<file path="src/rtl/ctrl_exec_unit.sv">
// Execute stage behind the control-word ROM: IDLE -> EXEC -> WB FSM with an accumulator, a 4-entry register file and carry/zero flags.
// Define CTRL_EXEC_ILLEGAL_TRAP_EN to make illegal words halt the unit instead of acting as a NOP.
module ctrl_exec_unit #(
    parameter int DATA_W = 8
) (
    input  logic              clk,
    input  logic              rst_n,
    input  logic [5:0]        ctrl_in,
    input  logic [DATA_W-1:0] imm_in,
    input  logic              ctrl_valid,
    output logic              ctrl_ready,
    output logic [DATA_W-1:0] acc_out,
    output logic              carry_out,
    output logic              zero_out,
    output logic              done,
    output logic              illegal,
    output logic              halted
);
    // Handshake: a word transfers on a rising edge where ctrl_valid and ctrl_ready are both high;
    // ctrl_ready is high only in IDLE, and ctrl_in/imm_in are sampled at that edge only.
    typedef enum logic [1:0] {
        S_IDLE = 2'd0,
        S_EXEC = 2'd1,
        S_WB   = 2'd2,
        S_HALT = 2'd3
    } state_t;

    state_t              r_state;
    state_t              w_next_state;
    logic                r_started;
    logic [5:0]          r_ctrl;
    logic [DATA_W-1:0]   r_imm;
    logic [DATA_W-1:0]   r_acc;
    logic [DATA_W-1:0]   r_rf [4];
    logic                r_carry;
    logic                r_zero;
    logic                r_done;
    logic                r_illegal;
    logic                r_halted;

    logic [DATA_W-1:0]   r_res_acc;
    logic                r_res_carry;
    logic                r_res_zero;
    logic                r_res_rf_we;
    logic [1:0]          r_res_rf_idx;
    logic                r_res_halt;
    logic                r_res_ill;

    logic                w_sel_ok;
    logic [DATA_W-1:0]   w_opnd;
    logic [DATA_W:0]     w_sum;
    logic [DATA_W:0]     w_diff;
    logic [DATA_W-1:0]   w_acc;
    logic                w_carry;
    logic                w_zero;
    logic                w_rf_we;
    logic                w_halt;
    logic                w_ill;
    logic                w_accept;
    logic                w_trap;

`ifdef CTRL_EXEC_ILLEGAL_TRAP_EN
    assign w_trap = 1'b1;
`else
    assign w_trap = 1'b0;
`endif

    assign w_opnd = r_rf[r_ctrl[5:4]];
    assign w_sum  = {1'b0, r_acc} + {1'b0, w_opnd};
    assign w_diff = {1'b0, r_acc} - {1'b0, w_opnd};

    // Plain case on each field so unknown bits miss every item and land in the illegal default.
    always_comb begin
        w_sel_ok = 1'b0;
        w_acc    = r_acc;
        w_carry  = r_carry;
        w_zero   = r_zero;
        w_rf_we  = 1'b0;
        w_halt   = 1'b0;
        w_ill    = 1'b0;
        case (r_ctrl[5:4])
            2'b00, 2'b01, 2'b10, 2'b11: w_sel_ok = 1'b1;
            default:                    w_sel_ok = 1'b0;
        endcase
        if (!w_sel_ok) begin
            w_ill = 1'b1;
        end else begin
            case (r_ctrl[3:0])
                4'b0001: begin
                    w_acc   = w_sum[DATA_W-1:0];
                    w_carry = w_sum[DATA_W];
                    w_zero  = (w_sum[DATA_W-1:0] == '0);
                end
                4'b0011: begin
                    w_acc   = w_diff[DATA_W-1:0];
                    w_carry = w_diff[DATA_W];
                    w_zero  = (w_diff[DATA_W-1:0] == '0);
                end
                4'b0100: begin
                    w_acc   = '0;
                    w_carry = 1'b0;
                    w_zero  = 1'b1;
                end
                4'b1000: begin
                    w_acc  = r_imm;
                    w_zero = (r_imm == '0);
                end
                4'b1010: w_rf_we = 1'b1;
                4'b1011: begin
                    w_acc   = {r_acc[DATA_W-2:0], 1'b0};
                    w_carry = r_acc[DATA_W-1];
                    w_zero  = (r_acc[DATA_W-2:0] == '0);
                end
                4'b1111: w_halt = 1'b1;
                default: w_ill  = 1'b1;
            endcase
        end
    end

    always_comb begin
        w_next_state = r_state;
        ctrl_ready   = 1'b0;
        case (r_state)
            S_IDLE: begin
                ctrl_ready = r_started;
                if (r_started && ctrl_valid) w_next_state = S_EXEC;
            end
            S_EXEC: w_next_state = S_WB;
            S_WB:   w_next_state = (r_res_halt || (w_trap && r_res_ill)) ? S_HALT : S_IDLE;
            S_HALT: w_next_state = S_HALT;
            default: w_next_state = S_IDLE;
        endcase
    end

    assign w_accept = ctrl_ready && ctrl_valid;

    always_ff @(posedge clk or negedge rst_n) begin
        if (!rst_n) begin
            r_state <= S_IDLE;
        end else begin
            r_state <= w_next_state;
        end
    end

    always_ff @(posedge clk or negedge rst_n) begin
        if (!rst_n) begin
            r_started    <= 1'b0;
            r_ctrl       <= '0;
            r_imm        <= '0;
            r_acc        <= '0;
            for (int i = 0; i < 4; i++) r_rf[i] <= '0;
            r_carry      <= 1'b0;
            r_zero       <= 1'b0;
            r_done       <= 1'b0;
            r_illegal    <= 1'b0;
            r_halted     <= 1'b0;
            r_res_acc    <= '0;
            r_res_carry  <= 1'b0;
            r_res_zero   <= 1'b0;
            r_res_rf_we  <= 1'b0;
            r_res_rf_idx <= '0;
            r_res_halt   <= 1'b0;
            r_res_ill    <= 1'b0;
        end else begin
            r_started <= 1'b1;
            r_done    <= (r_state == S_WB);
            if (w_accept) begin
                r_ctrl <= ctrl_in;
                r_imm  <= imm_in;
            end
            if (r_state == S_EXEC) begin
                r_res_acc    <= w_acc;
                r_res_carry  <= w_carry;
                r_res_zero   <= w_zero;
                r_res_rf_we  <= w_rf_we;
                r_res_rf_idx <= r_imm[1:0];
                r_res_halt   <= w_halt;
                r_res_ill    <= w_ill;
            end
            // Everything architectural commits in WB only, so a reset in EXEC/WB leaves no trace.
            if (r_state == S_WB) begin
                r_acc   <= r_res_acc;
                r_carry <= r_res_carry;
                r_zero  <= r_res_zero;
                if (r_res_rf_we) r_rf[r_res_rf_idx] <= r_acc;
                if (r_res_ill) r_illegal <= 1'b1;
                if (r_res_halt || (w_trap && r_res_ill)) r_halted <= 1'b1;
            end
        end
    end

    assign acc_out   = r_acc;
    assign carry_out = r_carry;
    assign zero_out  = r_zero;
    assign done      = r_done;
    assign illegal   = r_illegal;
    assign halted    = r_halted;
endmodule

</file>
<file path="config.mk">
export PLATFORM = sky130hd
export DESIGN_NAME = ctrl_exec_unit
export DESIGN_NICKNAME = d
export VERILOG_FILES = /design/src/rtl/ctrl_exec_unit.sv
export SDC_FILE = /design/constraint.sdc
export NUM_CORES = 1
export LEC_CHECK = 0
export ABC_AREA = 1
export CAP_MARGIN = 20
export CORE_UTILIZATION = 49
export DETAILED_ROUTE_END_ITERATION = 10
export GPL_TIMING_DRIVEN = 0
export PLACE_DENSITY = 0.69
export REMOVE_ABC_BUFFERS = 1
export SYNTH_ARGS = -nofsm -noshare
export SYNTH_HDL_FRONTEND = slang
export SYNTH_SLANG_ARGS = --single-unit
</file>
<file path="constraint.sdc">
create_clock -name clk -period 6.6 [get_ports clk]
set_input_delay 0.99 -clock clk [delete_from_list [all_inputs] [get_ports clk]]
set_output_delay 0.99 -clock clk [all_outputs]
set_load 0.02 [all_outputs]
</file>
* After elaboration in Yosys (flattened, before gate mapping)
Index checks and enable logic that the tools add are counted.
** Cells by class
- Equal/unequal tests :: 14
- Bitwise gates (word level) :: 2
- Multiplexer cells :: 23
- Add/sub/neg operators :: 2
- Magnitude comparators :: 3
- Reductions and logical operators :: 14
** Operators with widths (number)
- 8-bit case mux with 5 select lines :: 1
- 32-bit bitwise mux :: 1
- 8-bit 2-to-1 mux :: 4
- 8-bit logical NOT :: 3
- 8-bit binary-select mux with 2-bit select :: 1
- 8-bit demux with 2-bit select :: 1
- 4-bit equality test (second input constant) :: 4
- 1-bit 2-to-1 mux :: 10
- 8-bit by 8-bit adder with 9-bit output :: 1
- 8-bit by 8-bit subtractor with 9-bit output :: 1
- 2-bit equality test (second input constant) :: 4
- 2-bit case mux with 4 select lines :: 1
- 7-bit logical NOT :: 1
- 7-bit OR reduction :: 1
- 3-bit >= comparator (second input constant) :: 2
- 2-bit inverter with 3-bit output :: 2
- 2-bit AND reduction :: 3
- 1-bit case mux with 5 select lines :: 1
- 2-bit by 1-bit equality test with 1-bit output (second input constant) :: 2
- 4-bit by 1-bit equality test with 1-bit output (second input constant) :: 1
- 4-bit by 2-bit equality test with 1-bit output (second input constant) :: 1
- 4-bit by 3-bit equality test with 1-bit output (second input constant) :: 1
- 2-bit logical NOT :: 2
- 2-bit 2-to-1 mux :: 2
- 5 further kinds :: 7
** Storage, ports and cells
- Word-level logic and storage cells :: 79
- Register bits :: 77
- Output and inout port bits :: 14

* Longest topological paths before layout
Gate-level depths: netlist of the first run.
- Word-level depth :: 8
- Mapped depth :: 20
- Depth with buffers taken out :: 17

* Worst setup path before layout of the first run
No wires, ideal clock.
- Kind :: register to register
- Start point :: reg r_ctrl[4]
- End point :: reg r_res_zero
- Arrival time :: 2511 ps
- Path buffers :: 2
- Required time :: 6484 ps
- Cell stages (with the launch flop) :: 17
- Setup slack :: 3973 ps
- Cell sequence :: dfrtp_1 -> clkbuf_1 -> clkinv_1 -> clkbuf_1 -> o21ai_0 -> o22ai_1 -> ha_1 -> inv_1 -> fa_1 -> nand3_1 -> a21oi_1 -> o21ai_0 -> nand2_1 -> nand3_1 -> nand3_1 -> nand2_1 -> nand2_1
** Between the ends
- Longest elaborated chain between the ends :: 8
- Elaborated cells between the ends (all ways) :: 10
- Classes of those cells :: add/sub: 2; mux: 5; bitwise: 1; reduce/logical: 2
** RTL lines
- from (decl) :: RTL line 31 : logic [5:0] r_ctrl;
- from (signal assigned) :: RTL line 168 : r_ctrl <= ctrl_in;
- 2-bit inverter with 3-bit output (implied by the code) (*) :: RTL line 68 : assign w_opnd = r_rf[r_ctrl[5:4]];
- 8-bit binary-select mux with 2-bit select (*) :: RTL line 68
- 8-bit 2-to-1 mux (implied by the code) (*) (2 in series) :: RTL line 68
- 8-bit by 8-bit subtractor with 9-bit output / 8-bit by 8-bit adder with 9-bit output (equally long branches) :: RTL line 70, 69
- 8-bit logical NOT, on equally long branches :: RTL line 97, 92
- 1-bit case mux with 5 select lines (*) :: RTL line 88 : case (r_ctrl[3:0])
- 1-bit 2-to-1 mux (*) :: RTL line 85 : if (!w_sel_ok) begin
- to (signal assigned) :: RTL line 174 : r_res_zero <= w_zero;
- to (decl) :: RTL line 43 : logic r_res_zero;
Mark *: on every way between the ends. The rest lies on a longest branch, timed or not. The select of a mux whose other input is x is not followed.
A chain may end at the register's enable or synchronous reset.

* Worst setup path after layout of the first run
Same ends and word-level chain as after synthesis.

==> summary.md, run 1 <==
| Metric | Value |
|---|---|
| Run status | complete, no violations |
| Synth-to-Final Area Change | 13.6% |
| Number of warnings reported in the yosys synthesis log | 0 |
| Unique masters post-synth | 38 |
| Leakage | 2.38 nW |
| Post-synthesis mux area share | 0% |
| Main combinational cell family by area after synthesis | simple AND/OR/NAND/NOR gates |
| Antenna violations before repair | 0 |
| Synthesized cell area | 4240 µm² |
| Post-synthesis share of cell area spent on and, or, nand and nor gates | 24.6% |
| Power per unit of standard cell area | 174 nW/µm² |
| Peak supply drop | 0.123 mV |
| Quantity of gates resized following cts | 0 |
| Initial core utilization | 51.1% |
| Worst reg2reg path startpoint | r_ctrl[4] |
| Number of global-route vias before repair | 3317 |
| Post-route antenna net violation count | 0 |
| Total count of hold-check failures in the final report | 0 |
| Max Freq | 281 MHz |
| Flop-to-flop setup slack | 3.05 ns |
| Count of unresolved DRC violations after routing | 0 |
| Worst Setup Slack, final | 3.05 ns |
| Die height | 95.1 µm |
| Wire length of the first global-routing pass | 16.6 mm |
| Detail-routed via count per cell | 5.46 |
| Number of setup violations in the final report | 0 |
| Utilization of the core after routing | 58.1% |
| Site Rows | 33 |
| Setup Skew | 0.0116 ns |
| Pre-Repair DR Iteration Count | 5 |
| Hold_buf cts | 0 |
| Crit path required time | 6.90 ns |
| Post-Synth Adder-Cell Area | 6.25% |
| # IOs | 31 |
| Width of the die | 95.1 µm |
| Fin. max-slew vios | 0 |
| GP Congestion | 0.881 |
| Final critical delay including setup and external delays | 3.55 ns |
| Total number of vias | 3716 |
| Avg Synthesized Cell Area | 7.77 µm² |
| Worst-margin pin slew | 0.830 ns |
| Fraction of layout cells with a size suffix above 1 | 5.21% |
| RSZ-0062 raised after global routing | no |
| Parity-gate share of the synthesized area counting xor and xnor cells | 0.413% |
| Antenna diode count | 0 |
| Largest net degree at the start of global routing | 64 |
| Launch point of the worst path | r_ctrl[4] |
| Biggest fanout along the worst timing path | 17 |
| Register bit count reported by yosys | 77 |
| Total die area | 9040 µm² |
| Startpoint kind of the worst setup timing path | flop |
| Overflow left after global routing | 0 |
| Worst slack after detailed placement | 3.13 ns |
| Max-capacitance violation count | 0 |
| Buffers inserted by post-CTS timing repair | 0 |
| Classification of the worst-slack hold path | input port to asynchronous set/reset pin |
| Nets@finish | 608 |
| Synthesized-area fraction occupied by ao, oa, aoi and oai cells | 15.5% |
| TritonCTS clock tree | done |
| Fin crit share | 53.8% |
| Placeable core region | 8300 µm² |
| DRT Wirelength | 10.2 mm |
| Number of port buffers | 30 |
| R2R depth | 14 |
| Primary flip-flop cell chosen by synthesis mapping | dfrtp_1 |
| Sequential fraction of the synthesis area | 45.4% |
| Arrival time at the worst endpoint | 3.85 ns |
| Worst r2r dst | r_res_zero |
| Detailed-placement wirelength estimate | 7.38 mm |
| Category of the worst setup path capture point | flop |
| Total power after layout | 0.000837 W |
| Share of synthesized registers carrying an async set or reset | 100% |
| CTS Sinks | 77 |
| Number of synthesized flops with an enable pin | 0 |
| Max Root-Sink Buffers | 2 |
| Crit Path Category | flop to flop |
| Cells after synthesis | 546 |
| Latest clock arrival within the worst-skew pair | 0.36 ns |
| Rel. slew slack | 44.6% |
| Number of fillers in the final layout | 766 |
| Global-route total usage across every layer | 24.5% |
| Drt wl/cell | 14.9 µm |
| CTS clock-pin slew for the worst setup and hold paths | 0.09 ns |
| Cell at the root of the clock tree | clkbuf_8 |
| H-tree levels | 3 |
| Post-route setup TNS | 0 ns |
| Number of buffers added by the clock tree synthesis step | 9 |
| Iteration-0 DRC count of the detailed router | 299 |
[critical path: stages (launching register included)]
cell and delay, ns:
dfrtp_1 0.73, clkinv_1 0.62, o21ai_0 0.32, o22ai_1 0.17, ha_1 0.29, fa_1 0.43
xor2_1 0.29, nand2_1 0.08, nor2_1 0.09, nand3_1 0.09, nor2_1 0.10, nand3_1 0.08
nand3_1 0.08, nand2_1 0.06, nand2_1 0.06
[synth_stat cells (2+ instances only)]
| cell | count | share of area [%] |
|---|---|---|
| nand2_1 | 124 | 11 |
| dfrtp_1 | 77 | 45 |
| nor2_1 | 77 | 6.8 |
| inv_1 | 58 | 5.1 |
| a21oi_1 | 56 | 6.6 |
| o21ai_0 | 33 | 3.9 |
| nand3_1 | 25 | 2.9 |
| ha_1 | 18 | 5.3 |
| o22ai_1 | 10 | 1.5 |
| clkbuf_1 | 9 | 0.80 |
| a32oi_1 | 7 | 1.4 |
| nand4_1 | 7 | 1.0 |
| buf_2 | 5 | 0.59 |
| inv_2 | 4 | 0.35 |
| o21ai_1 | 4 | 0.47 |
| buf_4 | 3 | 0.53 |
| nor3_4 | 3 | 1.1 |
| clkinv_1 | 2 | 0.18 |
| fa_1 | 2 | 0.94 |
| nor2_4 | 2 | 0.53 |
| nor4_1 | 2 | 0.29 |
| o211ai_1 | 2 | 0.35 |
[routing by layer]
metal  GRT usage (%)  vias to the layer above  routed length (µm)
met1            35.2                     1746                4810
met3            3.67                       17                 489
met2            37.4                      113                4670
met4            9.47                        0                 180
li1                -                     1840                   -
met5               0                        -                   0
[flip-flops by register name, summed over array words and instances (netlist names), 2 cells and up]
signal	count
acc_out	8
r_ctrl	6
r_imm	8
r_res_acc	8
r_res_rf_idx	2
r_rf	32
r_state	2
[layout make-up]
class | instances | area (µm²) | area share [%]
Multi-Input combinational cell | 387 | 1990 | 41.3
Timing Repair Buffer | 32 | 337 | 6.98
Clock inverter | 7 | 68.8 | 1.43
Sequential cell | 77 | 1930 | 40.0
Inverter | 64 | 240 | 4.98
Clock buffer | 9 | 124 | 2.57
Tap cell | 105 | 131 | 2.73
[cells by family (layout without fill, tap and decap cells)]
logic type | Yosys count | after routing
and+or+nand+nor | 245 | 245
AOI/OAI and AO/OA | 119 | 119
buffers and inverters | 82 | 112
xor gates and xnor gates | 2 | 2
other | 1 | 1
DFF | 77 | 77
adders and majority gates | 20 | 20
[through the flow]
| stage | cells | hold slack (ns) | cell area [µm²] |
|---|---|---|---|
| after global routing | 681 | 0.485 | 4820 |
| final | 681 | 0.480 | 4820 |
| after floorplan | 528 | 0.449 | 4160 |
| after global placement | 663 | 0.452 | 4590 |
| after CTS | 680 | 0.473 | 4810 |
| after detailed placement | 664 | 0.457 | 4620 |
[layout by cell type (no fill, tap or decap), drive strengths merged, types with 3 or more instances in the layout]
| master | n |
|---|---|
| inv | 65 |
| clkinv | 4 |
| nand4 | 8 |
| nand3 | 25 |
| a32oi | 7 |
| ha | 18 |
| nor3 | 4 |
| o22ai | 10 |
| nor2 | 80 |
| a21oi | 56 |
| dfrtp | 77 |
| nand2 | 124 |
| o21ai | 37 |
| clkbuf | 9 |
| buf | 3 |
| clkdlybuf4s50 | 29 |
[power breakdown]
part | internal [W] | total (W) | switching (W)
registers | 0.000472 | 0.000472 | 0.0000000532
logic | 0.00000985 | 0.0000203 | 0.0000104
clock network | 0.000145 | 0.000345 | 0.000199
total | 0.000627 | 0.000837 | 0.000210
[how the worst max path moves through the flow]
stage,endpoint,cells after the start
2_1_floorplan,r_res_acc[6],14
3_3_place_gp,r_rf[2],1
3_5_place_dp,r_res_zero,14
4_1_cts,r_res_zero,14
5_1_grt,r_res_acc[6],14
6_report,r_res_zero,14
No activity file was read; power rests on OpenSTA's default activity.
==> inputs of run 2 (changes only) <==
- clock period: 6.6 -> 3.58 ns (I/O delays scaled with it)
==> run 2 against run 1 <==
  * Combinational power grew 83%
  * Register-to-register slack lost 2.7 ns
  * Die area unchanged
  * Non-clock buffer count grew 3
  * Count of clock-buffer cells in the layout stayed put
  * Critical path type unchanged
  * First-iteration DRC count down 5.0%
  * Final cell count grew 0.44%
  * Critical path depth unchanged
  * Clock power up 85%
  * Critical endpoint unchanged
==> summary.md, run 2 (synthesized netlist as in run 1, its figures left out) <==
| Metric | Value |
|---|---|
| Number of setup violations in the final report | 0 (unchanged) |
| Antenna violations before repair | 0 (unchanged) |
| Switching pwr | 0.000388 W (+85%) |
| Overflow left after global routing | 0 (unchanged) |
| Final critical delay including setup and external delays | 3.19 ns (-0.361 ns) |
| Worst-margin pin slew | 0.828 ns (-0.00143 ns) |
| TritonCTS clock tree | done |
| Cell at the root of the clock tree | clkbuf_8 |
| Area of the multi-input gates | 1990 µm² (unchanged) |
| Initial core utilization | 51.1% (unchanged) |
| Combinational share of power | 2.4% (about the same) |
| DRT Wirelength | 10.2 mm (+0.12%) |
| Classification of the worst-slack hold path | input port to asynchronous set/reset pin |
| Detail Route met3 WL | 504 µm (+3.1%) |
| Setup Skew | 0.0146 ns (+0.00297 ns) |
| Cell repeated most along the worst path | nand2_1 |
| Wire length of the first global-routing pass | 16.6 mm (unchanged) |
| Number of port buffers | 30 (unchanged) |
| Max Freq | 313 MHz (+11%) |
| Startpoint kind of the worst setup timing path | flop |
| Max-capacitance violation count | 0 (unchanged) |
| Proportion of power drawn by flip-flops and latches | 56.3% (about the same) |
| Detailed-placement wirelength estimate | 7.38 mm (unchanged) |
| Highest routed metal layer | met4 |
| Number of buffers added by the clock tree synthesis step | 9 (unchanged) |
| Fraction of layout cells with a size suffix above 1 | 5.87% (+0.66 points) |
| Site Rows | 33 (unchanged) |
| Peak supply drop | 0.226 mV (+84%) |
| Fraction of power spent switching nets | 25.1% (+0.066 points) |
| Crit path required time | 3.83 ns (-3.07 ns) |
| Worst path cell trace | clkinvlp_4 -> buf_4 -> nand2_1 -> a32oi_1 -> inv_1 -> fa_1 -> nand3_1 -> a21oi_1 -> o21ai_0 -> nand2_1 -> nand3_1 -> nand3_1 -> nand2_1 -> nand2_1 |
| Most used cells in the layout excluding fill and tap cells | 124 x nand2_1, 77 x nor2_1, 77 x dfrtp_1 |
| Fin. max-slew vios | 0 (unchanged) |
| Power per unit of standard cell area | 319 nW/µm² (+84%) |
| Placeable core region | 8300 µm² (unchanged) |
| Run status | complete, no violations |
| # IOs | 31 (unchanged) |
| Critical path's slowest cell | dfrtp_1 |
| Worst reg2reg path startpoint | r_ctrl[4] |
| Count of unresolved DRC violations after routing | 0 (unchanged) |
| Number of cells in the finished layout apart from fillers | 684 (+0.44%) |
| Clk pwr share | 41.3% (about the same) |
| Total number of vias | 3729 (+0.35%) |
| Global-route total usage across every layer | 24.5% (unchanged) |
| Category of the worst setup path capture point | flop |
| Number of fillers in the final layout | 766 (unchanged) |
| Worst slack after detailed placement | 0.115 ns (-3.02 ns) |
| RSZ-0062 raised after global routing | no |
| Total count of hold-check failures in the final report | 0 (unchanged) |
| Biggest fanout along the worst timing path | 17 (unchanged) |
| H-tree levels | 3 (unchanged) |
| Leakage | 2.40 nW (+0.57%) |
| Flip-flop and latch area | 1930 µm² (unchanged) |
| Width of the die | 95.1 µm (unchanged) |
| Wl on met1 | 4.79 mm (-0.56%) |
| Antenna diode count | 0 (unchanged) |
| Pre-Repair DR Iteration Count | 5 (unchanged) |
| Reg with most FFs | r_rf |
| Largest register FFs | 32 (unchanged) |
| Rel. slew slack | 44.7% (+0.096 points) |
| Synth-to-Final Area Change | 14.2% |
| Drt wl/cell | 14.9 µm (-0.32%) |
| Fin crit share | 89.2% (+35 points) |
| Crit Path Category | flop to flop |
| Maximum single-stage delay on the critical path | 0.63 ns (-0.10 ns) |
| Arrival time at the worst endpoint | 3.44 ns (-0.41 ns) |
| Post-route antenna net violation count | 0 (unchanged) |
| Total power after layout | 0.00154 W (+85%) |
| Design internal power | 0.00116 W (+84%) |
| Launch point of the worst path | r_ctrl[4] |
| Latest clock arrival within the worst-skew pair | 0.36 ns (about the same) |
| Die height | 95.1 µm (unchanged) |
| Total die area | 9040 µm² (unchanged) |
| Most common cell after layout, fill and taps aside | nand2_1 |
| Max Root-Sink Buffers | 2 (unchanged) |
| Number of global-route vias before repair | 3317 (unchanged) |
| CTS clock-pin slew for the worst setup and hold paths | 0.09 ns (about the same) |
| Total met2 wirelength after detailed routing | 4.71 mm (+0.86%) |
| Nets@finish | 611 (+0.49%) |
| Largest net degree at the start of global routing | 64 (unchanged) |
| Post-route setup TNS | 0 ns (unchanged) |
| Detail-routed via count per cell | 5.45 (about the same) |
| Iteration-0 DRC count of the detailed router | 284 (-5.0%) |
| Worst Setup Slack, final | 0.387 ns (-2.66 ns) |
| CTS Sinks | 77 (unchanged) |
| Inst Count DP | 664 (unchanged) |
| GP Congestion | 0.881 (unchanged) |
==> run 2: changes by cell type in the layout (fill, tap and decap cells not counted), sizes merged <==
cell	before	now
clkinvlp	2	3
buf	3	6
clkinv	4	3
==> run 2: cell type report <==
type	instances	area share (%)
inverter	64	5.03
tap	105	2.71
clock inverter	7	1.42
timing repair buffer	35	7.41
sequential	77	39.8
multi-input combinational	387	41.1
clock buffer	9	2.56
==> run 2: final timing paths <==
kind                       cells past startpoint  slack, ns            to
max                                           14       0.39    r_res_zero
min                                            1       0.03      zero_out
max reg2reg                                   14       0.39    r_res_zero
min reg2reg                                    1       0.48       illegal
max in group asynchronous                      2       2.97  r_res_acc[0]
min in group clk                               1       0.48       illegal
==> run 2: layer usage <==
layer  GRT usage (%)  vias up
met5               0        -
met4            9.47        0
met3            3.67       13
met2            37.4      115
met1            35.2     1757
li1                -     1844
==> run 2: power groups by stage <==
| stage | combinational [W] | sequential (W) | clock [W] |
|---|---|---|---|
| floorplan | 0.000000326 | 0.000887 | 0 |
| global placement | 0.0000345 | 0.000887 | 0 |
| detailed placement | 0.0000385 | 0.000887 | 0 |
| CTS | 0.0000384 | 0.000870 | 0.000650 |
| global route | 0.0000428 | 0.000870 | 0.000684 |
| finish | 0.0000372 | 0.000869 | 0.000637 |
==> run 2: critical path, delay by kind of cell, from the launching register on <==
family	cells	cell delay (ns)
flops	1	0.63
compound gates	3	0.77
fa+ha+maj	1	0.47
simple gates	7	0.61
buf+inv	3	0.60
==> run 2: what timing repair did <==
| action | 4_1_cts | 5_1_grt |
|---|---|---|
| gates resized for setup | 0 | 1 |
| hold buffers | 0 | 0 |
| endpoints found under the setup margin | 0 | 7 |
| buffers inserted | 0 | 3 |
==> run 2: stage by stage <==
step | utilization, % | area, µm² | hold WS (ns)
after floorplan | - | 4160 | 0.241
after global placement | 55.3 | 4590 | 0.452
after detailed placement | 55.6 | 4620 | 0.419
after CTS | 57.9 | 4810 | 0.0196
after global routing | 58.4 | 4850 | 0.0319
final | 58.4 | 4850 | 0.0292
==> inputs of run 3 (changes only) <==
- CORE_MARGIN: unset -> 3
==> run 3 against run 2 <==
  * Sequential share of layout area up 0.15 points
  * Via count down 0.75%
  * Global-route usage down 2.2 points
  * Wire length up 0.46%
  * Final cell count down 0.29%
  * Largest cell class unchanged
==> summary.md, run 3 (synthesized netlist as in run 1, its figures left out) <==
| Metric | Value |
|---|---|
| Detail-routed via count per cell | 5.43 (-0.46%) |
| Max Freq | 321 MHz (+2.6%) |
| Overflow left after global routing | 0 (unchanged) |
| Final critical delay including setup and external delays | 3.11 ns (-0.0811 ns) |
| Number of buffers and inverters on the critical path | 1 (-2) |
| Largest net degree at the start of global routing | 69 (+7.8%) |
| Antenna diode count | 0 (unchanged) |
| TritonCTS clock tree | done |
| Synth-to-Final Area Change | 13.8% |
| Top Family by Delay on Critical Path | adder cells |
| Most used cells in the layout excluding fill and tap cells | 124 x nand2_1, 77 x nor2_1, 76 x dfrtp_1 |
| H-tree levels | 3 (unchanged) |
| Iteration-0 DRC count of the detailed router | 315 (+11%) |
| Reg with most FFs | r_rf |
| Max Root-Sink Buffers | 2 (unchanged) |
| Width of the die | 99.1 µm (+4.2%) |
| Initial core utilization | 51.1% (unchanged) |
| Biggest fanout along the worst timing path | 17 (unchanged) |
| Design Area, Final | 4830 µm² (-0.31%) |
| Run status | complete, no violations |
| Max-capacitance violation count | 0 (unchanged) |
| Wire length of the first global-routing pass | 17.2 mm (+3.8%) |
| Setup Skew | 0.00867 ns (-0.00588 ns) |
| Startpoint kind of the worst setup timing path | flop |
| Design internal power | 0.00116 W (about the same) |
| CTS clock-pin slew for the worst setup and hold paths | 0.09 ns (about the same) |
| Worst hold slack after final layout | 0.481 ns (+0.452 ns) |
| Most common cell after layout, fill and taps aside | nand2_1 |
| Classification of the worst-slack hold path | flop to flop |
| Power per unit of standard cell area | 318 nW/µm² (-0.13%) |
| Post-route setup TNS | 0 ns (unchanged) |
| Number of port buffers | 30 (unchanged) |
| Crit path required time | 3.88 ns (+0.05 ns) |
| Critical path's slowest cell | dfrtp_2 |
| Utilization of the core after routing | 58.2% (-0.18 points) |
| Post-place instance area | 4620 µm² (unchanged) |
| RSZ-0062 raised after global routing | no |
| Combinational share of power | 2.5% (about the same) |
| Fin crit share | 86.9% (-2.3 points) |
| Switching pwr | 0.000381 W (-1.8%) |
| Nets@finish | 609 (-0.33%) |
| Fraction of power spent switching nets | 24.8% (-0.35 points) |
| Peak supply drop | 0.237 mV (+4.4%) |
| Antenna violations before repair | 0 (unchanged) |
| Worst path cell trace | clkinvlp_4 -> o21ai_0 -> o22ai_1 -> ha_1 -> fa_1 -> xor2_1 -> nand2_1 -> nor2_1 -> nand3_1 -> nor2_1 -> nand3_1 -> nand3_1 -> nand2_1 -> nand2_1 |
| Number of setup violations in the final report | 0 (unchanged) |
| Number of buffers added by the clock tree synthesis step | 9 (unchanged) |
| Number of fillers in the final layout | 758 (-1.0%) |
| Die height | 99.1 µm (+4.2%) |
| Total die area | 9810 µm² (+8.6%) |
| Cell at the root of the clock tree | clkbuf_8 |
| Number of global-route vias before repair | 3462 (+4.4%) |
| Pre-Repair DR Iteration Count | 5 (unchanged) |
| Site Rows | 33 (unchanged) |
| CTS Sinks | 77 (unchanged) |
| Fin. max-slew vios | 0 (unchanged) |
| Count of unresolved DRC violations after routing | 0 (unchanged) |
| Drt wl/cell | 15.0 µm (+0.76%) |
| # IOs | 31 (unchanged) |
| Arrival time at the worst endpoint | 3.42 ns (-0.02 ns) |
| Total number of vias | 3701 (-0.75%) |
| Maximum single-stage delay on the critical path | 0.59 ns (-0.04 ns) |
| Largest register FFs | 32 (unchanged) |
| Detailed-placement wirelength estimate | 7.47 mm (+1.2%) |
| Inst Count DP | 664 (unchanged) |
| Proportion of power drawn by flip-flops and latches | 56.6% (+0.3 points) |
| Number of cells in the finished layout apart from fillers | 682 (-0.29%) |
| Global-route total usage across every layer | 22.3% (-2.2 points) |
| Category of the worst setup path capture point | flop |
| DRT Wirelength | 10.2 mm (+0.46%) |
| Buffers inserted by post-CTS timing repair | 0 (unchanged) |
| Worst-margin pin slew | 0.866 ns (+0.0375 ns) |
| Clk pwr share | 41.0% (-0.3 points) |
| Total count of hold-check failures in the final report | 0 (unchanged) |
| GP Congestion | 0.904 (+2.5%) |
| Fraction of layout cells with a size suffix above 1 | 5.55% (-0.33 points) |
| Post-route antenna net violation count | 0 (unchanged) |
| Rel. slew slack | 42.1% (-2.5 points) |
| Latest clock arrival within the worst-skew pair | 0.36 ns (about the same) |
| Crit Path Category | flop to flop |
| Leakage | 2.38 nW (-0.55%) |
| Placeable core region | 8300 µm² (unchanged) |
run 3: cell types whose count changed in the layout (fill, tap and decap cells not counted), sizes merged:
cell,delta
buf,-3
dlygate4sd3,+1
run 3: tightest hold or removal path: cells and delay by family (launching register included):
kind | cells | cell delay (ns)
simple gates | 1 | 0.05
buf+inv | 1 | 0.04
flops | 1 | 0.36
run 3: worst paths after layout:
| kind | from | end | slack, ns | cells past startpoint |
|---|---|---|---|---|
| min | halted | halted | 0.48 | 2 |
| max reg2reg | r_ctrl[4] | r_res_zero | 0.47 | 14 |
| min reg2reg | halted | halted | 0.48 | 2 |
| max in group asynchronous | rst_n | r_ctrl[4] | 2.47 | 3 |
| max | r_ctrl[4] | r_res_zero | 0.47 | 14 |
| min in group asynchronous | rst_n | r_rf[26] | 0.54 | 2 |
run 3: through the flow:
step	setup slack, ns	total power [W]
after CTS	0.0686	0.00155
after global routing	0.255	0.00160
after detailed placement	0.106	0.000925
after floorplan	0.902	0.000887
after global placement	-0.678	0.000922
final	0.468	0.00154
run 3: layout make-up:
type / instances / area (µm²) / area share (%)
Clock inverter: 7 / 68.8 / 1.42
Tap cell: 105 / 131 / 2.72
Timing Repair Buffer: 33 / 343 / 7.10
Multi-Input combinational cell: 387 / 1990 / 41.2
Sequential cell: 77 / 1930 / 39.9
Clock buffer: 9 / 124 / 2.56
Inverter: 64 / 244 / 5.05
run 3: power groups by stage:
stage | Combinational [W] | Sequential, W | Clock, W
after floorplan | 0.000000326 | 0.000887 | 0
after global placement | 0.0000347 | 0.000887 | 0
after detailed placement | 0.0000384 | 0.000887 | 0
after CTS | 0.0000394 | 0.000870 | 0.000645
after global routing | 0.0000429 | 0.000870 | 0.000689
final | 0.0000380 | 0.000869 | 0.000630
run 3: metal layers:
metal	part of all wire, %	wire [µm]	GRT usage (%)	up-vias
li1	-	-	-	1847
met1	47	4790	32.4	1724
met2	46	4710	33.7	111
met3	5.1	520	3.75	19
met4	1.8	187	8.30	0
met5	0	0	0	-
run 3: repair_timing:
item / 4_1_cts / 5_1_grt
endpoints found under the hold margin: 9 / 0
hold buffers: 1 / 0
gates resized for setup: 0 / 2
endpoints found under the setup margin: 0 / 6
